**config.mk**
```make
export PLATFORM = sky130hd
export DESIGN_NAME = doodle_physics_flat
export DESIGN_NICKNAME = d
export VERILOG_FILES = /design/src/rtl/doodle_physics_if.sv /design/src/rtl/doodle_physics.sv /design/src/flat_wrapper.sv
export SDC_FILE = /design/constraint.sdc
export NUM_CORES = 1
export LEC_CHECK = 0
export CAP_MARGIN = 20
export CORE_UTILIZATION = 40
export CTS_CLUSTER_DIAMETER = 40
export DETAILED_ROUTE_END_ITERATION = 8
export PLACE_DENSITY_LB_ADDON = 0.15
export SLEW_MARGIN = 10
export SYNTH_ARGS = -nofsm -noshare
export SYNTH_HDL_FRONTEND = slang
export SYNTH_SLANG_ARGS = --single-unit
```
**constraint.sdc**
```tcl
create_clock -name Clk -period 4 [get_ports Clk]
set_clock_uncertainty 0.05 [all_clocks]
set_input_delay 1.2 -clock Clk [delete_from_list [all_inputs] [get_ports Clk]]
set_output_delay 1.2 -clock Clk [all_outputs]
set_load 0.005 [all_outputs]
```
**src/rtl/doodle_physics_if.sv**
```systemverilog
// Handshake/bus bundle between the game controller side (keyboard decoder,
// platform collision, renderer) and doodle_physics.
//   master : drives frame_tick/start/keycode/land, observes sprite state
//   slave  : doodle_physics itself
interface doodle_physics_if #(
    parameter int POS_W = 10,
    parameter int VEL_W = 6
);
    logic                    frame_tick;
    logic                    start;
    logic [7:0]              keycode;
    logic                    land;
    logic [POS_W-1:0]        Doodle_X_out;
    logic [POS_W-1:0]        Doodle_Y_out;
    logic signed [VEL_W-1:0] y_speed_out;
    logic [1:0]              state_out;
    logic [POS_W-1:0]        scroll_amt;
    logic                    scroll_valid;
    logic                    dead;

    modport master (
        output frame_tick, start, keycode, land,
        input  Doodle_X_out, Doodle_Y_out, y_speed_out, state_out,
               scroll_amt, scroll_valid, dead
    );

    modport slave (
        input  frame_tick, start, keycode, land,
        output Doodle_X_out, Doodle_Y_out, y_speed_out, state_out,
               scroll_amt, scroll_valid, dead
    );
endinterface

```
**src/rtl/doodle_physics.sv**
```systemverilog
// Player sprite motion: position, signed vertical velocity, jump cooldown,
// IDLE/AIR/DEAD game state, platform bounce, camera scroll and
// terminal-velocity clamp. Updates once per frame_tick while in AIR.
// Ports:
//   Clk     - system clock
//   Reset_n - asynchronous active-low reset
//   bus     - doodle_physics_if.slave (pulses/keys in, sprite state out)
module doodle_physics #(
    parameter int W           = 640,
    parameter int H           = 480,
    parameter int X_MIN       = 140,
    parameter int X_MAX       = 499,
    parameter int SIZE_X      = 32,
    parameter int SIZE_Y      = 32,
    parameter int POS_W       = 10,
    parameter int VEL_W       = 6,
    parameter int X_STEP      = 1,
    parameter int GRAVITY     = 1,
    parameter int V_TERM      = 3,
    parameter int V_JUMP      = 9,
    parameter int V_BOUNCE    = 7,
    parameter int JUMP_CD     = 18,
    parameter int Y_TOP       = 11,
    parameter int SCROLL_LINE = 160
) (
    input  logic             Clk,
    input  logic             Reset_n,
    doodle_physics_if.slave  bus
);
    // Working width for position arithmetic: two spare bits so that
    // out-of-range intermediate positions are representable as signed.
    localparam int YW   = POS_W + 2;
    localparam int CD_W = $clog2(JUMP_CD + 1);

    localparam logic [1:0] S_IDLE = 2'b00;
    localparam logic [1:0] S_AIR  = 2'b01;
    localparam logic [1:0] S_DEAD = 2'b10;

    localparam logic [POS_W-1:0] X_C = POS_W'((W - SIZE_X) / 2);
    localparam logic [POS_W-1:0] Y_C = POS_W'(H * 2 / 3);

    localparam logic signed [YW-1:0] X_STEP_S = YW'(X_STEP);
    localparam logic signed [YW-1:0] X_LO_S   = YW'(X_MIN);
    localparam logic signed [YW-1:0] X_HI_S   = YW'(X_MAX - SIZE_X);
    localparam logic signed [YW-1:0] Y_BOT_S  = YW'(H - 2 - SIZE_Y);
    localparam logic signed [YW-1:0] SCROLL_S = YW'(SCROLL_LINE);
    localparam logic signed [YW-1:0] Y_TOP_S  = YW'(Y_TOP);
    localparam logic signed [YW-1:0] GRAV_S   = YW'(GRAVITY);
    localparam logic signed [YW-1:0] V_TERM_S = YW'(V_TERM);

    localparam logic signed [VEL_W-1:0] V_JUMP_N   = VEL_W'(-V_JUMP);
    localparam logic signed [VEL_W-1:0] V_BOUNCE_N = VEL_W'(-V_BOUNCE);

    logic [POS_W-1:0]        x_q, x_d, y_q, y_d, samt_q, samt_d;
    logic signed [VEL_W-1:0] v_q, v_d;
    logic [CD_W-1:0]         cd_q, cd_d;
    logic [1:0]              st_q, st_d;
    logic                    sv_q, sv_d;

    logic signed [YW-1:0] x_new, y_ext, v_ext, y_new, v_grav, y_cand, y_gap;

    always_comb begin
        x_d    = x_q;
        y_d    = y_q;
        v_d    = v_q;
        cd_d   = cd_q;
        st_d   = st_q;
        samt_d = samt_q;
        sv_d   = 1'b0;

        x_new = {2'b00, x_q};
        if (bus.keycode == 8'h04)      x_new = x_new - X_STEP_S;
        else if (bus.keycode == 8'h07) x_new = x_new + X_STEP_S;

        y_ext  = {2'b00, y_q};
        v_ext  = {{(YW-VEL_W){v_q[VEL_W-1]}}, v_q};
        y_new  = y_ext + v_ext;
        v_grav = v_ext + GRAV_S;
        if (v_grav > V_TERM_S) v_grav = V_TERM_S;

        // Scroll pins the sprite at the scroll line; the top clamp is a
        // safety net for parameter sets where the line sits above Y_TOP.
        y_cand = (y_new < SCROLL_S) ? SCROLL_S : y_new;
        if (y_cand < Y_TOP_S) y_cand = Y_TOP_S;
        y_gap  = SCROLL_S - y_new;

        // start wins over a coincident tick; in AIR start is a no-op.
        if (bus.start && st_q != S_AIR) begin
            x_d  = X_C;
            y_d  = Y_C;
            v_d  = V_JUMP_N;
            cd_d = '0;
            st_d = S_AIR;
        end else if (bus.frame_tick && st_q == S_AIR) begin
            if (x_new > X_HI_S)      x_d = X_LO_S[POS_W-1:0];
            else if (x_new < X_LO_S) x_d = X_HI_S[POS_W-1:0];
            else                     x_d = x_new[POS_W-1:0];

            if (cd_q != '0) cd_d = cd_q - 1'b1;
            if (bus.land && !v_q[VEL_W-1]) begin
                v_d = V_BOUNCE_N;
            end else if (bus.keycode == 8'h2C && cd_q == '0) begin
                v_d  = V_JUMP_N;
                cd_d = CD_W'(JUMP_CD);
            end else begin
                v_d = v_grav[VEL_W-1:0];
            end

            // Falling past the bottom freezes Y where it was.
            if (y_new > Y_BOT_S) begin
                st_d = S_DEAD;
            end else begin
                y_d = y_cand[POS_W-1:0];
                if (y_new < SCROLL_S) begin
                    samt_d = y_gap[POS_W-1:0];
                    sv_d   = 1'b1;
                end
            end
        end
    end

    always_ff @(posedge Clk or negedge Reset_n) begin
        if (!Reset_n) begin
            x_q    <= X_C;
            y_q    <= Y_C;
            v_q    <= '0;
            cd_q   <= '0;
            st_q   <= S_IDLE;
            samt_q <= '0;
            sv_q   <= 1'b0;
        end else begin
            x_q    <= x_d;
            y_q    <= y_d;
            v_q    <= v_d;
            cd_q   <= cd_d;
            st_q   <= st_d;
            samt_q <= samt_d;
            sv_q   <= sv_d;
        end
    end

    assign bus.Doodle_X_out = x_q;
    assign bus.Doodle_Y_out = y_q;
    assign bus.y_speed_out  = v_q;
    assign bus.state_out    = st_q;
    assign bus.scroll_amt   = samt_q;
    assign bus.scroll_valid = sv_q;
    assign bus.dead         = (st_q == S_DEAD);
endmodule

```
**src/flat_wrapper.sv**
```systemverilog
// flat-port wrapper written by rule: the top's interface ports become plain ports
module doodle_physics_flat 
#(
    parameter int W           = 640,
    parameter int H           = 480,
    parameter int X_MIN       = 140,
    parameter int X_MAX       = 499,
    parameter int SIZE_X      = 32,
    parameter int SIZE_Y      = 32,
    parameter int POS_W       = 10,
    parameter int VEL_W       = 6,
    parameter int X_STEP      = 1,
    parameter int GRAVITY     = 1,
    parameter int V_TERM      = 3,
    parameter int V_JUMP      = 9,
    parameter int V_BOUNCE    = 7,
    parameter int JUMP_CD     = 18,
    parameter int Y_TOP       = 11,
    parameter int SCROLL_LINE = 160
)
  (Clk, Reset_n, bus_frame_tick, bus_start, bus_keycode, bus_land, bus_Doodle_X_out, bus_Doodle_Y_out, bus_y_speed_out, bus_state_out, bus_scroll_amt, bus_scroll_valid, bus_dead);
  doodle_physics_if #(.POS_W(POS_W), .VEL_W(VEL_W)) bus_i ();
  input  logic Clk;
  input  logic Reset_n;
  input wire logic [$bits(bus_i.frame_tick)-1:0] bus_frame_tick;
  input wire logic [$bits(bus_i.start)-1:0] bus_start;
  input wire logic [$bits(bus_i.keycode)-1:0] bus_keycode;
  input wire logic [$bits(bus_i.land)-1:0] bus_land;
  output wire logic [$bits(bus_i.Doodle_X_out)-1:0] bus_Doodle_X_out;
  output wire logic [$bits(bus_i.Doodle_Y_out)-1:0] bus_Doodle_Y_out;
  output wire logic [$bits(bus_i.y_speed_out)-1:0] bus_y_speed_out;
  output wire logic [$bits(bus_i.state_out)-1:0] bus_state_out;
  output wire logic [$bits(bus_i.scroll_amt)-1:0] bus_scroll_amt;
  output wire logic [$bits(bus_i.scroll_valid)-1:0] bus_scroll_valid;
  output wire logic [$bits(bus_i.dead)-1:0] bus_dead;
  assign bus_i.frame_tick = bus_frame_tick;
  assign bus_i.start = bus_start;
  assign bus_i.keycode = bus_keycode;
  assign bus_i.land = bus_land;
  assign bus_Doodle_X_out = bus_i.Doodle_X_out;
  assign bus_Doodle_Y_out = bus_i.Doodle_Y_out;
  assign bus_y_speed_out = bus_i.y_speed_out;
  assign bus_state_out = bus_i.state_out;
  assign bus_scroll_amt = bus_i.scroll_amt;
  assign bus_scroll_valid = bus_i.scroll_valid;
  assign bus_dead = bus_i.dead;
  doodle_physics #(.W(W), .H(H), .X_MIN(X_MIN), .X_MAX(X_MAX), .SIZE_X(SIZE_X), .SIZE_Y(SIZE_Y), .POS_W(POS_W), .VEL_W(VEL_W), .X_STEP(X_STEP), .GRAVITY(GRAVITY), .V_TERM(V_TERM), .V_JUMP(V_JUMP), .V_BOUNCE(V_BOUNCE), .JUMP_CD(JUMP_CD), .Y_TOP(Y_TOP), .SCROLL_LINE(SCROLL_LINE)) u_core (.Clk(Clk), .Reset_n(Reset_n), .bus(bus_i));
endmodule
```
==> results of run 1 <==
-- worst max-delay path, cell delays in order, from the launching register on --
cell,delay (ns)
dfrtp_1,0.44
ha_1,0.23
fa_1,0.40
a21o_1,0.23
a31o_2,0.26
a21oi_1,0.17
xor2_1,0.34
o21ai_0,0.17
nor3_1,0.16
ha_1,0.29
or2_2,0.33
or4_1,0.53
mux2i_1,0.16
-- cell type report --
cell class	instances	share of cell area, %
Clock buffer	6	1.518
Sequential cell	44	23.19
Inverter	23	1.806
Timing Repair Buffer	104	19.21
Clock inverter	2	0.2618
Multi-Input combinational cell	351	51.18
Tap cell	108	2.827
-- worst paths after layout --
check	startpoint	depth (start not counted)	slack, ns	end
max in group asynchronous	Reset_n	2	2.60	u_core.bus.Doodle_X_out[5]$_DFFE_PN1P_
setup / recovery	u_core.bus.Doodle_Y_out[0]$_DFFE_PN0P_	12	0.18	u_core.bus.Doodle_Y_out[9]$_DFFE_PN0P_
hold / removal	u_core.bus.scroll_amt[2]$_DFFE_PN0P_	1	0.47	u_core.bus.scroll_amt[2]$_DFFE_PN0P_
setup reg to reg	u_core.bus.Doodle_Y_out[0]$_DFFE_PN0P_	12	0.18	u_core.bus.Doodle_Y_out[9]$_DFFE_PN0P_
min in group asynchronous	Reset_n	1	0.73	u_core.bus.Doodle_Y_out[4]$_DFFE_PN0P_
hold reg to reg	u_core.bus.scroll_amt[2]$_DFFE_PN0P_	1	0.47	u_core.bus.scroll_amt[2]$_DFFE_PN0P_
-- power breakdown --
part,internal [mW],switching (mW)
clock,0.123,0.168
sequential,0.653,0.231
combinational,1.81,1.98
-- cells in the mapped netlist (8+ instances only) --
master	number	area, um^2
a211oi_1	8	60.06
a21o_1	9	67.56
a21oi_1	34	170.2
and2_1	9	56.30
and3_1	9	56.30
clkbuf_1	11	41.29
dfrtp_1	39	975.9
ha_1	19	237.7
inv_1	22	82.58
mux2_4	8	120.1
nand2_1	34	127.6
nand3_1	13	65.06
nand4_1	11	68.82
nor2_1	33	123.9
nor3_1	9	45.04
o21ai_0	36	180.2
xnor2_1	15	131.4
-- kinds of logic (layout without fill, tap and decap cells) --
logic type / Yosys count / in the layout
adders and majority gates: 20 / 20
DFF: 44 / 44
and+or+nand+nor: 144 / 144
AOI/OAI and AO/OA: 149 / 149
xor gates and xnor gates: 22 / 22
muxes: 16 / 16
buffers and inverters: 41 / 135
-- flip-flops by register name, indices dropped and copies added, names as in the netlist --
signal / cells
u_core.bus.Doodle_X_out: 10
u_core.bus.Doodle_Y_out: 10
u_core.bus.scroll_amt: 10
u_core.bus.scroll_valid: 1
u_core.bus.state_out: 2
u_core.bus.y_speed_out: 6
u_core.cd_q: 5
-- cells in the final DEF (no fill, tap or decap), types with 6 or more instances in the layout --
cell / instances
a211oi_1: 8
ha_1: 19
buf_4: 51
dfrtp_1: 38
nor2_1: 33
xnor2_1: 14
nand2_1: 34
nand4_1: 11
o22ai_1: 7
inv_1: 22
mux2_4: 8
and3_1: 9
a21o_1: 9
o31ai_1: 6
xor2_1: 7
o21ai_0: 35
a21oi_1: 33
clkdlybuf4s50_1: 51
mux2i_1: 7
and2_1: 9
nor3_1: 9
nand3_1: 13
-- metal layers --
layer	wire length (um)	vias to the layer above	track usage (%)
met2	4466	114	32.67
met3	539	9	3.579
met1	5302	1790	33.66
li1	-	1817	-
met4	87	0	4.937
met5	0	-	0
-- metrics by stage --
stage	area, um^2	instances
2_1_floorplan	3715	436
3_3_place_gp	4644	629
3_5_place_dp	4644	629
4_1_cts	4730	637
5_1_grt	4780	638
6_report	4780	638
==> results.md, run 1 <==
- Status: finished, final reports clean
- Worst hold slack: 0.4678 ns
- Main combinational cell family by area after synthesis: compound AO/OA/AOI/OAI gates
- Post-Route WL: around 10,000 um
- Clock Path Buffers: 2
- GRT overflow: 0
- Power Dens Cells: between 1000 and 1500 mW/mm^2
- Die Area: around 0.0097 mm^2
- Die span in y: a little under 100 um
- First drt pass iteration count: 7
- Data arrival, critical path: 4.01 ns
- CTS buffer count: 5
- Share of cells above drive strength 1: between 10% and 20%
- Vias in the first global route: about 3,400
- DRC violations left: 0
- Final core occ: around 54%
- Clock Latency Late Sink: a little over 0.3 ns
- Initial Util: 41.98%
- Post-synth top flop: dfrtp_1
- Synth Area in Compound Gates: 27.15%
- Fin crit share: between 90% and 100%
- Max cap viols: 0
- Post-synth EDFFs: 0
- Setup bufs post-CTS: 0
- Final setup violation count: 0
- Synth warn: 0
- Hold Crit Class: reg -> reg
- Largest net degree at the start of global routing: 45
- Nets: between 500 and 600
- Post-detail-place hpwl: about 7900 um
- Worst Path Max Fanout: 4
- Final min period: roughly 3.8 ns
- Vias per std cell: 5.846
- Place WS: between 0.03 and 0.04 ns
- Port bufs: between 50 and 60
- Fill count: just over 800
- Final Hold Vio Count: 0
- Multi-input gate area: 0.002446 mm^2
- Vias: 3,730
- Leakage power: about 2.1 nW
- Rows: 34
- Netlist cell types: 73
- Total clock sinks: 44
- Mapped cell area: about 0.0037 mm^2
- Sequential fraction of the synthesis area: just under 30%
- Synth Register Bits: between 40 and 50
- Synth Net Count: about 470
- Core ar.: slightly below 0.009 mm^2
- Ys async rst share: 100.0%
- Mux cell area share after synthesis: under 10%
- First-pass GRT wire length: 17,260 um
- FF+latch area: 0.001109 mm^2
- Total power: between 4 and 5 mW
- Adder-cell share of the synthesized area: 6.938%
- Ant diodes: 0
- Achievable Freq: roughly 0.26 GHz
- WS Path Type: reg -> reg
- Post-Synthesis Cells: ~440
- Setup TNS: 0 ns
- Syn avg cell area: 8.520 um^2
- Wire per inst: 16.30 um
- Initial antenna violation count: 0
- GP Congestion: approximately 0.91
- Final worst slack: between 0.15 and 0.2 ns
- Required time of the critical path: 4.19 ns
- Clock transition at path regs: ~0.1 ns
- Worst setup SP type: flop
- Die width: 98.37 um
- DR iter-0 viols: 235
- GRT Total Usage: between 20% and 30%
- Max IR drop VDD: around 0.00052 V
- Hold_buf cts: 0
- CTS tree: done
- XOR/XNOR Fraction of Synth Area: about 5.2%
- Antenna-violating nets left: 0
- Setup crit end kind: flop
- RSZ-0062 raised after global routing: no
- I/O pins: 53
- Root Driver: clkbuf_8
- Pins Over Slew Limit: 0
- Synth Area in Simple Gates: 20.38%
- Worst Tran Pin Value: about 0.6 ns
- Worst slew margin: between 50% and 60%
- P&R area growth vs syn: 28.66%
- # resized after CTS: 0
- CTS H-Tree Depth: 2
(Power assumes the default switching activity.)
==> run 2: changes to the inputs <==
--- a/config.mk
+++ b/config.mk
@@ -5,11 +5,13 @@
 export SDC_FILE = /design/constraint.sdc
 export NUM_CORES = 1
 export LEC_CHECK = 0
+export ABC_AREA = 1
 export CAP_MARGIN = 20
 export CORE_UTILIZATION = 40
 export CTS_CLUSTER_DIAMETER = 40
 export DETAILED_ROUTE_END_ITERATION = 8
 export PLACE_DENSITY_LB_ADDON = 0.15
+export SKIP_LAST_GASP = 1
 export SLEW_MARGIN = 10
 export SYNTH_ARGS = -nofsm -noshare
 export SYNTH_HDL_FRONTEND = slang
==> run 2 against run 1 <==
  * Critical path depth is 11 higher
  * Cell count is 30% higher
  * Setup slack better by 0.18 ns
  * Synthesized area is 12% higher
  * Sequential share of layout area is 0.62 points lower
  * Final area is 2.9% higher
  * Highest routed layer unchanged
==> results.md, run 2 <==
- Clock Path Buffers: 2
- DRC violations left: 0
- Post-detail-place hpwl: 9241 um
- Netlist cell types: 43
- Worst path cell trace: ha_1, fa_1, nand2_1, nand3_2, nand3_1, nand2_1, nand2_1, nand2_4, a21oi_2, nor3_2, ha_1, inv_2, nand2_1, o21ai_0, nand4_1, nand3_1, nor2_1, nand3_1, nand2_1, inv_1, o21ai_0, nand2_1, nand2_1
- Final Hold Vio Count: 0
- RR Startpoint: u_core.bus.y_speed_out[0]$_DFFE_PN0P_
- Hold path startpoint: u_core.bus.scroll_amt[1]$_DFFE_PN0P_
- Slowest CP cell: dfrtp_2
- Rows: 36
- CTS tree: done
- Ys async rst share: 100.0%
- CTS H-Tree Depth: 2
- Post-synth EDFFs: 0
- Count leader, synth: nand2_1
- GRT overflow: 0
- Initial antenna violation count: 0
- Reg-to-Reg End: u_core.bus.Doodle_Y_out[3]$_DFFE_PN0P_
- Die Area: about 0.011 mm^2
- Synth Net Count: just under 700
- Worst Path Max Fanout: 9
- Port bufs: 52
- Syn avg cell area: roughly 6.4 um^2
- Pins Over Slew Limit: 0
- Post-Route WL: roughly 12,000 um
- Clock Latency Late Sink: 0.30 ns
- WHS Endpoint: u_core.bus.scroll_amt[1]$_DFFE_PN0P_
- GRT Total Usage: 22.68%
- Die span in y: about 100 um
- Register-to-register setup slack: between 0.3 and 0.4 ns
- Clock transition at path regs: roughly 0.090 ns
- Synth warn: 0
- First drt pass iteration count: 4
- # resized after CTS: 0
- P&R area growth vs syn: 18.34%
- Layout Cells excl Fill: about 830
- Hold_buf cts: 0
- Data arrival, critical path: 3.78 ns
- Total clock sinks: 44
- DR iter-0 viols: just over 200
- WS Path Type: reg -> reg
- Final min period: between 3 and 4 ns
- Power Dens Cells: 963.8 mW/mm^2
- Vias: approximately 4,300
- Setup TNS: 0 ns
- CTS buffer count: 5
- Largest cells by area after synthesis: dfrtp_1 (23%), nand2_1 (20%), nand3_1 (7.8%), inv_1 (7.0%), ha_1 (5.7%)
- Worst setup SP type: flop
- Core ar.: a little under 0.01 mm^2
- Achievable Freq: approximately 0.27 GHz
- Most frequent cells in the layout: nand2_1 (222), inv_1 (77), nand3_1 (65), nor2_1 (52), clkdlybuf4s50_1 (51)
- Vias in the first global route: between 4,000 and 5,000
- Hold Crit Class: reg -> reg
- Post-Synthesis Cells: 647
- Top-area cell type share of the netlist area: between 20% and 30%
- Post-synth top area cell: dfrtp_1
- Wire per inst: around 14 um
- Synth Register Bits: between 40 and 50
- First-pass GRT wire length: approximately 20,000 um
- Die width: 103.9 um
- Vias per std cell: slightly above 5
- CP max stage delay: about 0.48 ns
- RSZ-0062 raised after global routing: no
- Max cap viols: 0
- Antenna-violating nets left: 0
- Ant diodes: 0
- Setup bufs post-CTS: 0
- Largest net degree at the start of global routing: 28
- Share of cells above drive strength 1: between 10% and 20%
- Setup crit end kind: flop
- Most common cell after layout, fill and taps aside: nand2_1
- Fill count: 1,053
- Required time of the critical path: ~4.1 ns
- I/O pins: between 50 and 60
- Most frequent cells after synthesis: nand2_1 (222), inv_1 (78), nand3_1 (65)
- Root Driver: clkbuf_8
- Placed insts: between 800 and 900
- Nets: roughly 730
- Hold path depth: 2
- Worst Tran Pin Value: approximately 0.6 ns
- Sequential fraction of the synthesis area: between 20% and 30%
- Final setup violation count: 0
- Mapped cell area: slightly above 0.004 mm^2
- R2r worst-path depth: 23
- Crit path top cell by count: nand2_1
- Status: finished, final reports clean
- Fin crit share: 91.01%
- Max IR drop VDD: between 0.0006 and 0.0007 V
- GP Congestion: between 0.9 and 1
- Initial Util: 41.93%
- Leakage power: roughly 2.6 nW
- Worst slew margin: between 60% and 70%
- Post-synth top flop: dfrtp_1
==> run 2: per-layer routing <==
layer | global-route usage, % | vias up | share of wire [%]
met5 | 0 | - | 0
met4 | 8.571 | 0 | 2.6
met3 | 2.130 | 20 | 2.8
met2 | 38.62 | 86 | 48
met1 | 29.69 | 2014 | 46
li1 | - | 2185 | -
==> run 2: report_power, final <==
part / total, mW / leakage [nW] / switching [mW] / internal, mW
Clock: 0.345 / 0.0541 / 0.160 / 0.185
Combinational: 3.51 / 1.99 / 2.23 / 1.28
Sequential: 0.882 / 0.546 / 0.240 / 0.642
==> run 2: worst max-delay path, delay by kind of cell (launching register included) <==
family	cells	cell delay, ns
flops	1	0.48
buf+inv	2	0.22
compound gates	3	0.45
simple gates	15	1.32
fa+ha+maj	3	1.02
==> run 2: kinds of logic (layout without fill, tap and decap cells) <==
kind of cell / count (synthesis) / after routing / share of synthesized area (%)
AO/OA/AOI/OAI: 48 / 48 / 7.076
flip-flops: 44 / 44 / 26.65
adder cells (fa/ha/maj): 20 / 20 / 6.203
AND/OR/NAND/NOR: 419 / 419 / 46.88
buffers and inverters: 102 / 154 / 10.24
XOR/XNOR: 14 / 14 / 2.951
==> run 2: stage by stage <==
step	util (%)	hold slack, ns	total power [mW]	setup slack, ns	cell area [um^2]
global route	49.62	0.4503	5.249	0.05552	4917
global placement	48.38	0.4071	4.315	0.3658	4795
finish	49.62	0.4244	4.739	0.3597	4917
CTS	49.51	0.4284	4.721	0.2965	4906
floorplan	-	0.4148	3.375	0.6461	4155
detailed placement	48.38	0.4073	4.351	0.3375	4795
==> run 2: worst max path at each step <==
stage / slack (ns) / from / to
after detailed placement: 0.34 / u_core.bus.y_speed_out[0]$_DFFE_PN0P_ / u_core.bus.Doodle_Y_out[5]$_DFFE_PN0P_
after global routing: 0.06 / u_core.bus.y_speed_out[0]$_DFFE_PN0P_ / u_core.bus.Doodle_Y_out[1]$_DFFE_PN0P_
after floorplan: 0.65 / u_core.bus.y_speed_out[0]$_DFFE_PN0P_ / u_core.bus.Doodle_Y_out[1]$_DFFE_PN0P_
after global placement: 0.37 / bus_keycode[4] / u_core.bus.Doodle_X_out[0]$_DFFE_PN0P_
final: 0.36 / u_core.bus.y_speed_out[0]$_DFFE_PN0P_ / u_core.bus.Doodle_Y_out[3]$_DFFE_PN0P_
after CTS: 0.30 / u_core.bus.y_speed_out[0]$_DFFE_PN0P_ / u_core.bus.Doodle_Y_out[3]$_DFFE_PN0P_
==> run 2: cell type report <==
| class | count | area, um^2 | area share [%] |
|---|---|---|---|
| Clock buffer | 5 | 68.82 | 1.399 |
| Sequential cell | 44 | 1110 | 22.57 |
| Timing Repair Buffer | 60 | 575.6 | 11.70 |
| Multi-Input combinational cell | 501 | 2631 | 53.51 |
| Clock inverter | 3 | 42.54 | 0.8651 |
| Tap cell | 133 | 166.4 | 3.384 |
| Inverter | 86 | 322.8 | 6.565 |
==> run 3: changes to the inputs <==
--- a/config.mk
+++ b/config.mk
@@ -10,6 +10,7 @@
 export CORE_UTILIZATION = 40
 export CTS_CLUSTER_DIAMETER = 40
 export DETAILED_ROUTE_END_ITERATION = 8
+export HOLD_SLACK_MARGIN = 0.03
 export PLACE_DENSITY_LB_ADDON = 0.15
 export SKIP_LAST_GASP = 1
 export SLEW_MARGIN = 10
==> constraint.sdc (replaced) <==
create_clock -name Clk -period 4.4 [get_ports Clk]
set_clock_uncertainty 0.05 [all_clocks]
set_input_delay 1.32 -clock Clk [delete_from_list [all_inputs] [get_ports Clk]]
set_output_delay 1.32 -clock Clk [all_outputs]
set_load 0.005 [all_outputs]
==> run 3 against run 2 <==
  * Sequential share of layout area barely moved
  * Via count fell by 0.98%
  * Fmax fell by 2.7%
  * Final area barely moved
  * Non-clock buffer count fell by 1
  * Die area did not move
  * Critical path depth fell by 1
  * Register-to-register slack improved by 0.30 ns
==> results.md, run 3 (same netlist as run 2, synthesis figures left out) <==
- First drt pass iteration count: 5
- DRC violations left: 0
- Clock Latency Late Sink: around 0.31 ns
- CTS tree: done
- RR Startpoint: u_core.bus.y_speed_out[0]$_DFFE_PN0P_
- Nets: 730
- WS Path Type: reg -> reg
- Multi-input gate area: roughly 0.0026 mm^2
- FF+latch area: approximately 0.0011 mm^2
- Vias in the first global route: between 3,000 and 4,000
- Final Hold Vio Count: 0
- Total power: roughly 4.3 mW
- Worst Tran Pin Value: 0.5394 ns
- Worst slew margin: around 64%
- Switch Pwr: around 2.3 mW
- Max cap viols: 0
- Max IR drop VDD: about 0.00066 V
- Most common cell after layout, fill and taps aside: nand2_1
- Layout Cells excl Fill: roughly 830
- CP max stage delay: 0.49 ns
- P&R area growth vs syn: 18.28%
- Die span in y: ~100 um
- I/O pins: 53
- Crit path max-delay family: simple AND/OR/NAND/NOR gates
- Leakage power: roughly 2.6 nW
- Root Driver: clkbuf_8
- Die Area: between 0.01 and 0.015 mm^2
- Ant diodes: 0
- CTS H-Tree Depth: 2
- Sequential Power Share: around a fifth
- Clock Power Share: under 10%
- Setup TNS: 0 ns
- Hold path startpoint: u_core.bus.scroll_amt[8]$_DFFE_PN0P_
- GRT overflow: 0
- Register-to-register setup slack: roughly 0.66 ns
- Core ar.: between 0.009 and 0.01 mm^2
- Worst path cell trace: ha_1, fa_1, nand2_1, nand3_2, nand3_1, nand3_1, nand2_4, a21oi_1, nor3_1, ha_1, inv_1, nand2_1, o21ai_0, nand4_1, nand3_1, nor2_1, nand3_1, nand2_1, inv_1, o21ai_0, nand2_1, nand2_1
- Data arrival, critical path: 3.89 ns
- Die width: 103.9 um
- Sw Ratio: 55.16%
- Fill count: 1,044
- Internal: 1.906 mW
- WHS Endpoint: u_core.bus.scroll_amt[8]$_DFFE_PN0P_
- Share of cells above drive strength 1: 10.74%
- Vias per std cell: between 5 and 6
- Antenna-violating nets left: 0
- Final min period: around 3.7 ns
- Placed insts: between 800 and 900
- # resized after CTS: 0
- Slowest CP cell: dfrtp_1
- Achievable Freq: ~0.27 GHz
- GP Congestion: 0.9465
- Post-detail-place hpwl: slightly below 9000 um
- Vias: 4,263
- Hold path depth: 2
- Pins Over Slew Limit: 0
- Power Dens Cells: 865.0 mW/mm^2
- Worst hold slack: 0.4338 ns
- Status: finished, final reports clean
- Setup bufs post-CTS: 0
- Hold Crit Class: reg -> reg
- Final setup violation count: 0
- CTS buffer count: 5
- First-pass GRT wire length: 18,910 um
- Required time of the critical path: roughly 4.6 ns
- Combinational fraction of design power: between 70% and 80%
- Initial antenna violation count: 0
- Setup crit end kind: flop
- Crit path top cell by count: nand2_1
- Port bufs: 52
- Worst Path Max Fanout: 9
- Clock Path Buffers: 2
- Wire per inst: 13.72 um
- Most frequent cells in the layout: nand2_1 (222), inv_1 (78), nand3_1 (65), nor2_1 (52), clkdlybuf4s50_1 (51)
- Total clock sinks: 44
- R2r worst-path depth: 22
- Hold_buf cts: 0
- Reg-to-Reg End: u_core.bus.Doodle_Y_out[3]$_DFFE_PN0P_
- Largest net degree at the start of global routing: 45
- Initial Util: 41.93%
- Rows: 36
- GRT Total Usage: 21.26%
- Worst setup SP type: flop
- Fin crit share: around 85%
- Post-Route WL: around 11,000 um
- DR iter-0 viols: 240
- RSZ-0062 raised after global routing: no
- Worst path bufs/invs: 2
- Clock transition at path regs: approximately 0.10 ns
[run 3: routing by layer]
layer | routed length (um) | vias to the layer above | track usage (%) | share of wire (%)
li1 | - | 2179 | - | -
met1 | 5148 | 1963 | 27.05 | 45
met2 | 5564 | 106 | 37.76 | 49
met3 | 489 | 15 | 2.130 | 4.3
met4 | 197 | 0 | 6.531 | 1.7
met5 | 0 | - | 0 | 0
[run 3: power groups by stage]
stage / clock (mW) / sequential (mW) / combinational (mW)
after floorplan: 0 / 0.742 / 2.33
after global placement: 0 / 0.809 / 3.06
after detailed placement: 0 / 0.811 / 3.10
after CTS: 0.330 / 0.805 / 3.11
after global routing: 0.347 / 0.829 / 3.50
final: 0.324 / 0.805 / 3.12
[run 3: per-stage QoR]
step                      setup WS, ns  instance area, um^2  utilization (%)
final                           0.6590                 4915            49.60
after global routing            0.2931                 4915            49.60
after CTS                       0.7011                 4895            49.39
after detailed placement        0.6875                 4780            48.23
after global placement          0.7270                 4780            48.23
after floorplan                  1.046                 4155                -
[run 3: worst max-delay path by stage]
stage                                                      from                                     end  cells past startpoint
after detailed placement                         bus_keycode[2]  u_core.bus.Doodle_X_out[6]$_DFFE_PN0P_                     16
after global placement                           bus_keycode[2]  u_core.bus.Doodle_X_out[6]$_DFFE_PN0P_                     12
final                     u_core.bus.y_speed_out[0]$_DFFE_PN0P_  u_core.bus.Doodle_Y_out[3]$_DFFE_PN0P_                     22
after global routing      u_core.bus.y_speed_out[5]$_DFFE_PN0P_  u_core.bus.Doodle_Y_out[3]$_DFFE_PN0P_                     21
after CTS                 u_core.bus.y_speed_out[0]$_DFFE_PN0P_  u_core.bus.Doodle_Y_out[1]$_DFFE_PN0P_                     22
after floorplan           u_core.bus.y_speed_out[0]$_DFFE_PN0P_  u_core.bus.Doodle_Y_out[1]$_DFFE_PN0P_                     23
[run 3: layout make-up]
type | instances | share of cell area, %
clock inverter | 3 | 0.9420
tap | 133 | 3.386
multi-input combinational | 501 | 53.36
inverter | 86 | 6.568
sequential | 44 | 22.53
clock buffer | 5 | 1.400
timing repair buffer | 59 | 11.81
[run 3: worst register-to-register path, stage by stage, from the launching register on]
cell and delay (ns):
dfrtp_1 0.49, ha_1 0.30, fa_1 0.45, nand2_1 0.13
nand3_2 0.11, nand3_1 0.12, nand3_1 0.12, nand2_4 0.15
a21oi_1 0.08, nor3_1 0.21, ha_1 0.28, inv_1 0.15
nand2_1 0.10, o21ai_0 0.16, nand4_1 0.11, nand3_1 0.09
nor2_1 0.04, nand3_1 0.11, nand2_1 0.08, inv_1 0.10
o21ai_0 0.09, nand2_1 0.07, nand2_1 0.05
